`config.mk`:
```
export PLATFORM = sky130hd
export DESIGN_NAME = mdu
export DESIGN_NICKNAME = d
export VERILOG_FILES = /design/src/rtl/mdu.sv
export SDC_FILE = /design/constraint.sdc
export NUM_CORES = 1
export LEC_CHECK = 0
export ABC_AREA = 1
export CAP_MARGIN = 20
export CORE_ASPECT_RATIO = 0.75
export CORE_MARGIN = 3
export CORE_UTILIZATION = 30
export CTS_CLUSTER_DIAMETER = 80
export DETAILED_ROUTE_END_ITERATION = 7
export HOLD_SLACK_MARGIN = 0.02
export PLACE_DENSITY = 0.48
export SLEW_MARGIN = 20
export SYNTH_ARGS = -nofsm -noshare
export SYNTH_HDL_FRONTEND = slang
export SYNTH_SLANG_ARGS = --single-unit
```
`constraint.sdc`:
```
create_clock -name clk -period 10.09 [get_ports clk]
set_input_delay 2.018 -clock clk [delete_from_list [all_inputs] [get_ports clk]]
set_output_delay 2.018 -clock clk [all_outputs]
set_load 0.01 [all_outputs]
```
`src/rtl/mdu.sv`:
```
// mdu -- iterative multiply/divide unit with HI/LO registers for the EX stage.
//   MULT/MULTU/DIV/DIVU take WIDTH cycles (radix-2, one step per cycle);
//   MTHI/MTLO write HI/LO in one cycle.
// Ports:
//   clk, reset         clock, synchronous active-high reset
//   start, ctl[2:0]    request (sampled only while idle) and opcode
//                      000 MULT, 001 MULTU, 010 DIV, 011 DIVU, 100 MTHI, 101 MTLO
//   a, b               operands (a is also the MTHI/MTLO source)
//   busy               mul/div in progress
//   done               one-cycle pulse: hi/lo hold a new mul/div result
//   hi, lo             HI/LO registers
module mdu #(
  parameter int WIDTH = 32
) (
  input  logic             clk,
  input  logic             reset,
  input  logic             start,
  input  logic [2:0]       ctl,
  input  logic [WIDTH-1:0] a,
  input  logic [WIDTH-1:0] b,
  output logic             busy,
  output logic             done,
  output logic [WIDTH-1:0] hi,
  output logic [WIDTH-1:0] lo
);
  localparam int CW = $clog2(WIDTH);

  typedef enum logic {IDLE, RUN} state_t;

  state_t             state_q;
  logic               busy_q, done_q;
  logic [WIDTH-1:0]   hi_q, lo_q;
  logic [CW-1:0]      cnt_q;
  logic               is_div_q;   // op in flight is a divide
  logic               neg_q;      // negate product / quotient
  logic               rneg_q;     // negate remainder (sign of dividend)
  logic               dvz_q;      // divisor was zero
  logic [WIDTH-1:0]   a_orig_q;   // raw dividend, returned in HI on divide by zero
  logic [WIDTH-1:0]   opb_q;      // multiplicand (mul) or divisor (div), magnitude
  // mul: {partial product, remaining multiplier bits}
  // div: {remainder, dividend bits still to shift in / quotient bits shifted in}
  logic [2*WIDTH-1:0] acc_q, acc_d;

  // operand magnitudes for request capture
  logic               op_signed;
  logic [WIDTH-1:0]   a_abs, b_abs;
  assign op_signed = ~ctl[0];
  assign a_abs = (op_signed && a[WIDTH-1]) ? -a : a;
  assign b_abs = (op_signed && b[WIDTH-1]) ? -b : b;

  // one radix-2 step
  logic [WIDTH:0] mul_sum, div_trial, div_diff;
  assign mul_sum   = {1'b0, acc_q[2*WIDTH-1:WIDTH]} + {1'b0, (acc_q[0] ? opb_q : '0)};
  assign div_trial = acc_q[2*WIDTH-1:WIDTH-1];
  assign div_diff  = div_trial - {1'b0, opb_q};

  always_comb begin
    acc_d = {mul_sum, acc_q[WIDTH-1:1]};
    if (is_div_q) begin
      // restoring: keep the trial remainder when the subtract borrows
      if (div_diff[WIDTH]) acc_d = {div_trial[WIDTH-1:0], acc_q[WIDTH-2:0], 1'b0};
      else                 acc_d = {div_diff[WIDTH-1:0],  acc_q[WIDTH-2:0], 1'b1};
    end
  end

  // sign-corrected result from the final step
  logic [2*WIDTH-1:0] prod;
  logic [WIDTH-1:0]   quo, rem, res_hi, res_lo;
  assign prod = neg_q ? -acc_d : acc_d;
  assign quo  = neg_q  ? -acc_d[WIDTH-1:0]       : acc_d[WIDTH-1:0];
  assign rem  = rneg_q ? -acc_d[2*WIDTH-1:WIDTH] : acc_d[2*WIDTH-1:WIDTH];

  always_comb begin
    res_hi = prod[2*WIDTH-1:WIDTH];
    res_lo = prod[WIDTH-1:0];
    if (is_div_q) begin
      res_hi = dvz_q ? a_orig_q : rem;
      res_lo = dvz_q ? '1       : quo;
    end
  end

  always_ff @(posedge clk) begin
    if (reset) begin
      state_q  <= IDLE;
      busy_q   <= 1'b0;
      done_q   <= 1'b0;
      hi_q     <= '0;
      lo_q     <= '0;
      cnt_q    <= '0;
      is_div_q <= 1'b0;
      neg_q    <= 1'b0;
      rneg_q   <= 1'b0;
      dvz_q    <= 1'b0;
      a_orig_q <= '0;
      opb_q    <= '0;
      acc_q    <= '0;
    end else begin
      case (state_q)
        IDLE: begin
          done_q <= 1'b0;
          if (start) begin
            if (!ctl[2]) begin
              is_div_q <= ctl[1];
              neg_q    <= op_signed & (a[WIDTH-1] ^ b[WIDTH-1]);
              rneg_q   <= op_signed & a[WIDTH-1];
              dvz_q    <= (b == '0);
              a_orig_q <= a;
              opb_q    <= ctl[1] ? b_abs : a_abs;
              acc_q    <= {{WIDTH{1'b0}}, (ctl[1] ? a_abs : b_abs)};
              cnt_q    <= '0;
              busy_q   <= 1'b1;
              state_q  <= RUN;
            end else if (ctl[1:0] == 2'b00) begin
              hi_q <= a;
            end else if (ctl[1:0] == 2'b01) begin
              lo_q <= a;
            end
          end
        end
        RUN: begin
          acc_q <= acc_d;
          cnt_q <= cnt_q + 1'b1;
          if (cnt_q == CW'(WIDTH-1)) begin
            hi_q    <= res_hi;
            lo_q    <= res_lo;
            done_q  <= 1'b1;
            busy_q  <= 1'b0;
            state_q <= IDLE;
          end
        end
        default: state_q <= IDLE;
      endcase
    end
  end

  assign busy = busy_q;
  assign done = done_q;
  assign hi   = hi_q;
  assign lo   = lo_q;
endmodule

```
==> results of run 1 <==
==> cell families after synthesis <==
logic type / synth area share [%]
flops: 20.7
simple gates: 39.6
compound gates: 18.0
xor+xnor: 4.45
fa+ha+maj: 4.65
buf+inv: 12.6
==> worst reg2reg max path, delay by kind of cell, from the launching register on <==
family,cells,cell delay (ps)
and+or+nand+nor,23,3260
adders and majority gates,3,800
AOI/OAI and AO/OA,2,370
buffers and inverters,4,350
DFF,1,310
==> path summary, 6_finish.rpt <==
path	depth (start not counted)	slack, ps	to
worst min register to register	2	470	a_orig_q[17]
worst min-delay path	2	470	a_orig_q[17]
worst max register to register	32	4930	hi[30]
worst max-delay path	32	4930	hi[30]
==> power by group through the flow <==
stage,registers (W),clock network (W),logic (W)
after global routing,0.000890,0.00108,0.00136
after CTS,0.000886,0.00105,0.00121
after global placement,0.000904,0,0.00122
after floorplan,0.000884,0,0.000798
final,0.000888,0.00104,0.00125
after detailed placement,0.000904,0,0.00121
==> layout by cell type, fill, tap and decap left out, types with 47 or more instances in the layout <==
cell type	n
a21oi_1	172
clkdlybuf4s50_1	134
dfxtp_1	200
ha_1	70
inv_1	460
nand2_1	1002
nand2_2	47
nand3_1	219
nor2_1	375
o21ai_0	209
o22ai_1	47
xor2_1	82
==> final cells by class <==
cell class	instances	area (µm²)
timing repair buffer	159	1530
sequential	204	4090
clock buffer	33	728
inverter	492	1850
fill	7346	41600
tap	861	1080
multi-input combinational	2596	13100
clock inverter	16	196
==> per-stage QoR <==
step	power (W)	std cells
floorplan	0.00168	3429
global route	0.00333	4361
detailed placement	0.00211	4312
finish	0.00318	4361
CTS	0.00315	4361
global placement	0.00212	4312
==> cell usage after synthesis (6+ instances only) <==
| cell type | count |
|---|---|
| nand3_2 | 9 |
| a31oi_1 | 19 |
| a211oi_1 | 27 |
| ha_1 | 70 |
| a221oi_1 | 6 |
| buf_2 | 12 |
| dfxtp_1 | 204 |
| buf_1 | 18 |
| buf_6 | 8 |
| o211ai_1 | 16 |
| nand2_4 | 6 |
| a21oi_1 | 172 |
| or2_2 | 6 |
| nand2_1 | 1003 |
| nor2_2 | 28 |
| inv_1 | 460 |
| nand3_1 | 219 |
| nor3_1 | 46 |
| nor2_1 | 378 |
| o21ai_2 | 13 |
| a22oi_1 | 8 |
| o21bai_1 | 7 |
| nand3b_1 | 12 |
| o31ai_1 | 9 |
| a21oi_2 | 6 |
| clkbuf_1 | 92 |
| nor2_4 | 7 |
| nand4_1 | 29 |
| inv_2 | 30 |
| xor2_1 | 82 |
| nand2_2 | 46 |
| o22ai_1 | 47 |
| o21ai_1 | 20 |
| xnor2_1 | 18 |
| o2111ai_1 | 6 |
| o221ai_1 | 13 |
| o21ai_0 | 209 |
| nor4_1 | 10 |
==> flip-flops by register name (all words and copies together) (netlist names) <==
name      cells
a_orig_q     32
lo           32
busy          1
rneg_q        1
cnt_q         5
is_div_q      1
state_q       1
dvz_q         1
opb_q        32
hi           32
done          1
neg_q         1
acc_q        64
==> routing by layer <==
| layer | wire length (µm) | share of wire [%] | vias to the layer above | track usage (%) |
|---|---|---|---|---|
| met3 | 11900 | 12 | 66 | 8.94 |
| met4 | 1420 | 1.4 | 0 | 3.92 |
| met2 | 38200 | 38 | 1033 | 37.4 |
| met1 | 49700 | 49 | 11000 | 44.5 |
| met5 | 0 | 0 | - | 0 |
| li1 | - | - | 11200 | - |
==> flow_summary_export.csv, run 1 <==
group,metric,value,unit
outcome,status,"complete, no violations",
die,dieArea,0.0688,mm²
final_layout,fin_nets,3622,
timing,min_period_over_period,51.1,%
yosys,postSynthAreaPerCell,5.74,µm²
yosys,synth_cells,3429,
yosys,yosys_warnings,0,
cts,cts_tree,"done",
cts,postCtsSetupRepairBufs,0,
timing,setup_viol,0,
place,place_ws,4820,ps
critical_path,start_kind,"flip-flop",
power_and_ir_drop,p_seq_share,27.9,%
timing,finalCriticalPeriod,5160,ps
timing,fmax,194,MHz
cts,clk_latency,590,ps
timing,setup-tns-final,0,ps
final_layout,syn_to_final_growth,14.9,%
yosys,yosysSeqAreaShare,20.7,%
critical_path,cp.buffers_inverters,4,
place,dp_hpwl,81600,µm
detailed_routing,drt_first_pass_iters,8,
timing,finalHoldViolations,0,
critical_path,slowest_delay,460,ps
cts,cts_max_level,1,
final_layout,insertedDiodeCount,0,
detailed_routing,routed_wl,101000,µm
min_path,min_from,"a_orig_q[17]",
global_route,grt_pass1_wl,145000,µm
yosys,ys_seq_elements,204,
global_route,grt_pass1_vias,20700,
critical_path,cp.required,10600,ps
timing,slew_headroom,23.2,%
timing,fin_skew,20.6,ps
power_and_ir_drop,p_per_area,141,mW/mm²
cts,path_clk_slew,70,ps
detailed_routing,drtIter0Drc,2803,
cts,clock-sinks,204,
critical_path,path_class,"reg -> reg",
final_layout,finish.utilization,35.2,%
critical_path,crit_family,"simple AND/OR/NAND/NOR gates",
place,routabilityCongestion,0.984,
critical_path,cp_max_fo,33,
global_route,antenna_found_initial,2,
yosys,netlist_area,0.0197,mm²
detailed_routing,drcViolationCount,0,
die,pin_count,136,
die,coreArea,0.0643,mm²
global_route,grt_max_degree,77,
die,die_w,302,µm
power_and_ir_drop,ir_drop,0.106,mV
timing,tightest_slew,1150,ps
cts,holdBufCountCts,0,
yosys,synth_top_area_share,20.7,%
timing,rsz0062_at_grt,"no",
yosys,synth.net_count,3571,
critical_path,startpoint,"acc_q[31]",
yosys,synth_edf_count,0,
place,place_area,0.0217,mm²
yosys,synthArstFlopShare,0,%
detailed_routing,vias,23200,
global_route,grt_usage,28.3,%
die,die_y,228,µm
power_and_ir_drop,combPwrFrac,39.4,%
detailed_routing,antenna_left,0,
critical_path,crit_arrival,5670,ps
power_and_ir_drop,p_int,0.00179,W
cts,cts_max_path_buffers,3,
detailed_routing,vias_per_cell,5.32,
place,io_buffers,135,
global_route,grt_overflow_total,0,
critical_path,critPathMostFrequentCell,"nand2_1",
final_layout,layout-drive-gt1-share,7.00,%
critical_path,end_kind,"flip-flop",
power_and_ir_drop,power.leakage,11.1,nW
job,maxCapViolations,0,
cts,cts-root-buf,"clkbuf_16",
timing,fin_ws,4930,ps
yosys,synth_top_area_cell,"dfxtp_1",
die,initial_core_util,30.6,%
yosys,synthTopCellsByArea,"dfxtp_1 (21%), nand2_1 (19%), inv_1 (8.8%), nor2_1 (7.2%), nand3_1 (5.6%)",
critical_path,r2r-start,"acc_q[31]",
die,row_count,80,
power_and_ir_drop,p_sw,0.00139,W
yosys,ys.flop_type,"dfxtp_1",
power_and_ir_drop,pwr-share-clk,32.7,%
timing,drv_slew,0,
cts,cts_made_buffers,27,
yosys,ys_types,63,
power_and_ir_drop,swShare,43.8,%
detailed_routing,avgRoutedWirePerCell,23.2,µm
min_path,hp-class,"reg -> reg",
critical_path,slowest_stage,"fa_1",
final_layout,layout.cell_area.non_filler,0.0226,mm²
cts,cts_resized,0,
timing,timing.hold.ws,467,ps
Note: power is estimated with default switching activity, not from simulation.
==> inputs of run 2 (changes only) <==
--- a/config.mk
+++ b/config.mk
@@ -13,7 +13,7 @@
 export CTS_CLUSTER_DIAMETER = 80
 export DETAILED_ROUTE_END_ITERATION = 7
 export HOLD_SLACK_MARGIN = 0.02
-export PLACE_DENSITY = 0.48
+export PLACE_DENSITY = 0.5
 export SLEW_MARGIN = 20
 export SYNTH_ARGS = -nofsm -noshare
 export SYNTH_HDL_FRONTEND = slang
==> constraint.sdc (replaced) <==
create_clock -name clk -period 4.3 [get_ports clk]
set_input_delay 0.86 -clock clk [delete_from_list [all_inputs] [get_ports clk]]
set_output_delay 0.86 -clock clk [all_outputs]
set_load 0.01 [all_outputs]
==> run 2 against run 1 <==
Compared with the run above: fmax rose by 26%; clock skew hardly changed; worst setup slack worse by 4700 ps; combinational power rose to 2.7 times the previous value; final area up 8.5%; clock power rose by 120%; clock-buffer cell count up 2; largest power group unchanged; highest routed layer unchanged.
==> flow_summary_export.csv, run 2 (same netlist as run 1, synthesis figures left out) <==
group,metric,value,unit
die,pin_count,136,
timing,slew_headroom,26.1,%
detailed_routing,wl_met3,12600,µm
detailed_routing,met1Wirelength,51900,µm
die,coreArea,0.0643,mm²
timing,fin_ws,217,ps
detailed_routing,wl_met2,38600,µm
cts,cts_tree,"done",
critical_path,crit_arrival,4590,ps
final_layout,final_common_cell,"nand2_1",
critical_path,cp_max_fo,4,
detailed_routing,drtIter0Drc,3001,
job,maxCapViolations,0,
die,row_count,80,
critical_path,cp.required,4810,ps
critical_path,start_kind,"flip-flop",
place,routabilityCongestion,1.03,
detailed_routing,top_layer,"met4",
power_and_ir_drop,p_per_area,313,mW/mm²
die,dieArea,0.0688,mm²
cts,cts-root-buf,"clkbuf_16",
detailed_routing,drcViolationCount,0,
timing,setup_viol,0,
place,dp_hpwl,86200,µm
timing,finalCriticalPeriod,4080,ps
critical_path,slowest_delay,370,ps
power_and_ir_drop,power.leakage,12.2,nW
cts,cts_max_path_buffers,3,
final_layout,fillers,7217,
global_route,grt_pass1_wl,150000,µm
critical_path,slowest_stage,"dfxtp_1",
cts,cts_max_level,1,
timing,min_period_over_period,94.9,%
timing,finalHoldViolations,0,
critical_path,r2r-start,"opb_q[22]",
critical_path,end_kind,"flip-flop",
final_layout,syn_to_final_growth,24.6,%
critical_path,critPathMostFrequentCell,"nand2_1",
final_layout,insertedDiodeCount,0,
min_path,min_from,"a_orig_q[0]",
critical_path,startpoint,"opb_q[22]",
final_layout,register_area,0.00410,mm²
cts,cts_made_buffers,26,
final_layout,largest_register_ffs,64,
global_route,grt_max_degree,77,
die,die_y,228,µm
global_route,grt_usage,29.4,%
critical_path,path_class,"reg -> reg",
detailed_routing,vias_per_cell,5.23,
timing,fmax,245,MHz
cts,clock-sinks,204,
final_layout,final_cell_mix,"nand2_1 (996), inv_1 (457), nor2_1 (373), buf_4 (239), nand3_1 (218)",
die,initial_core_util,30.6,%
final_layout,multiInputGateArea,0.0135,mm²
place,io_buffers,135,
cts,clk_latency,580,ps
power_and_ir_drop,ir_drop,0.291,mV
timing,timing.hold.ws,465,ps
timing,rsz0062_at_grt,"yes",
timing,drv_slew,0,
detailed_routing,avgRoutedWirePerCell,23.0,µm
detailed_routing,routed_wl,105000,µm
cts,path_clk_slew,70,ps
power_and_ir_drop,power,0.00768,W
timing,fin_skew,20.4,ps
timing,tightest_slew,1100,ps
die,die_w,302,µm
outcome,status,"complete, no violations",
detailed_routing,vias,23900,
final_layout,top_register,"acc_q",
final_layout,fin_nets,3838,
detailed_routing,drt_first_pass_iters,6,
global_route,grt_overflow_total,0,
detailed_routing,antenna_left,0,
min_path,hp-class,"reg -> reg",
final_layout,layout-drive-gt1-share,13.5,%
cts,holdBufCountCts,0,
place,place_ws,17.5,ps
global_route,grt_pass1_vias,21500,
global_route,antenna_found_initial,1,
run 2: timing repair:
action	4_1_cts	5_1_grt
buffers inserted	0	8
pin swaps	0	17
setup endpoints to repair	2	28
resized for setup	1	53
run 2: stage by stage:
| step | utilization, % | area [µm²] | setup TNS [ps] | instances |
|---|---|---|---|---|
| after floorplan | - | 19700 | 0 | 3429 |
| after global placement | 36.2 | 23300 | -7.24 | 4521 |
| after detailed placement | 36.2 | 23300 | 0 | 4521 |
| after CTS | 37.6 | 24100 | 0 | 4566 |
| after global routing | 38.2 | 24500 | -175 | 4574 |
| final | 38.2 | 24500 | 0 | 4574 |
run 2: path summary, 6_finish.rpt:
kind | end | slack (ps) | cells after the start
min | a_orig_q[0] | 460 | 2
min reg2reg | a_orig_q[0] | 460 | 2
max | hi[30] | 220 | 28
max reg2reg | hi[30] | 220 | 28
run 2: area by class of cell:
cell class / count / share of cell area [%]
Sequential cell: 204 / 16.7
Clock inverter: 10 / 0.377
Tap cell: 861 / 4.39
Multi-Input combinational cell: 2596 / 54.9
Clock buffer: 35 / 3.08
Inverter: 492 / 7.54
Timing Repair Buffer: 376 / 13.0
run 2: report_power, final:
group          internal, W  total (W)  switching [W]
logic              0.00105    0.00332        0.00227
registers          0.00198    0.00207      0.0000902
clock network      0.00129    0.00229       0.000999
run 2: routing by layer:
| metal | up-vias | track usage (%) |
|---|---|---|
| met1 | 11100 | 46.5 |
| met2 | 1132 | 37.6 |
| met3 | 107 | 9.61 |
| met5 | - | 0 |
| met4 | 0 | 5.48 |
| li1 | 11600 | - |
run 2: worst max-delay path, delay by kind of cell (launching register included):
family          cells  cell delay [ps]
buf+inv             4              380
simple gates       20             2510
compound gates      2              360
flops               1              370
fa+ha+maj           2              410
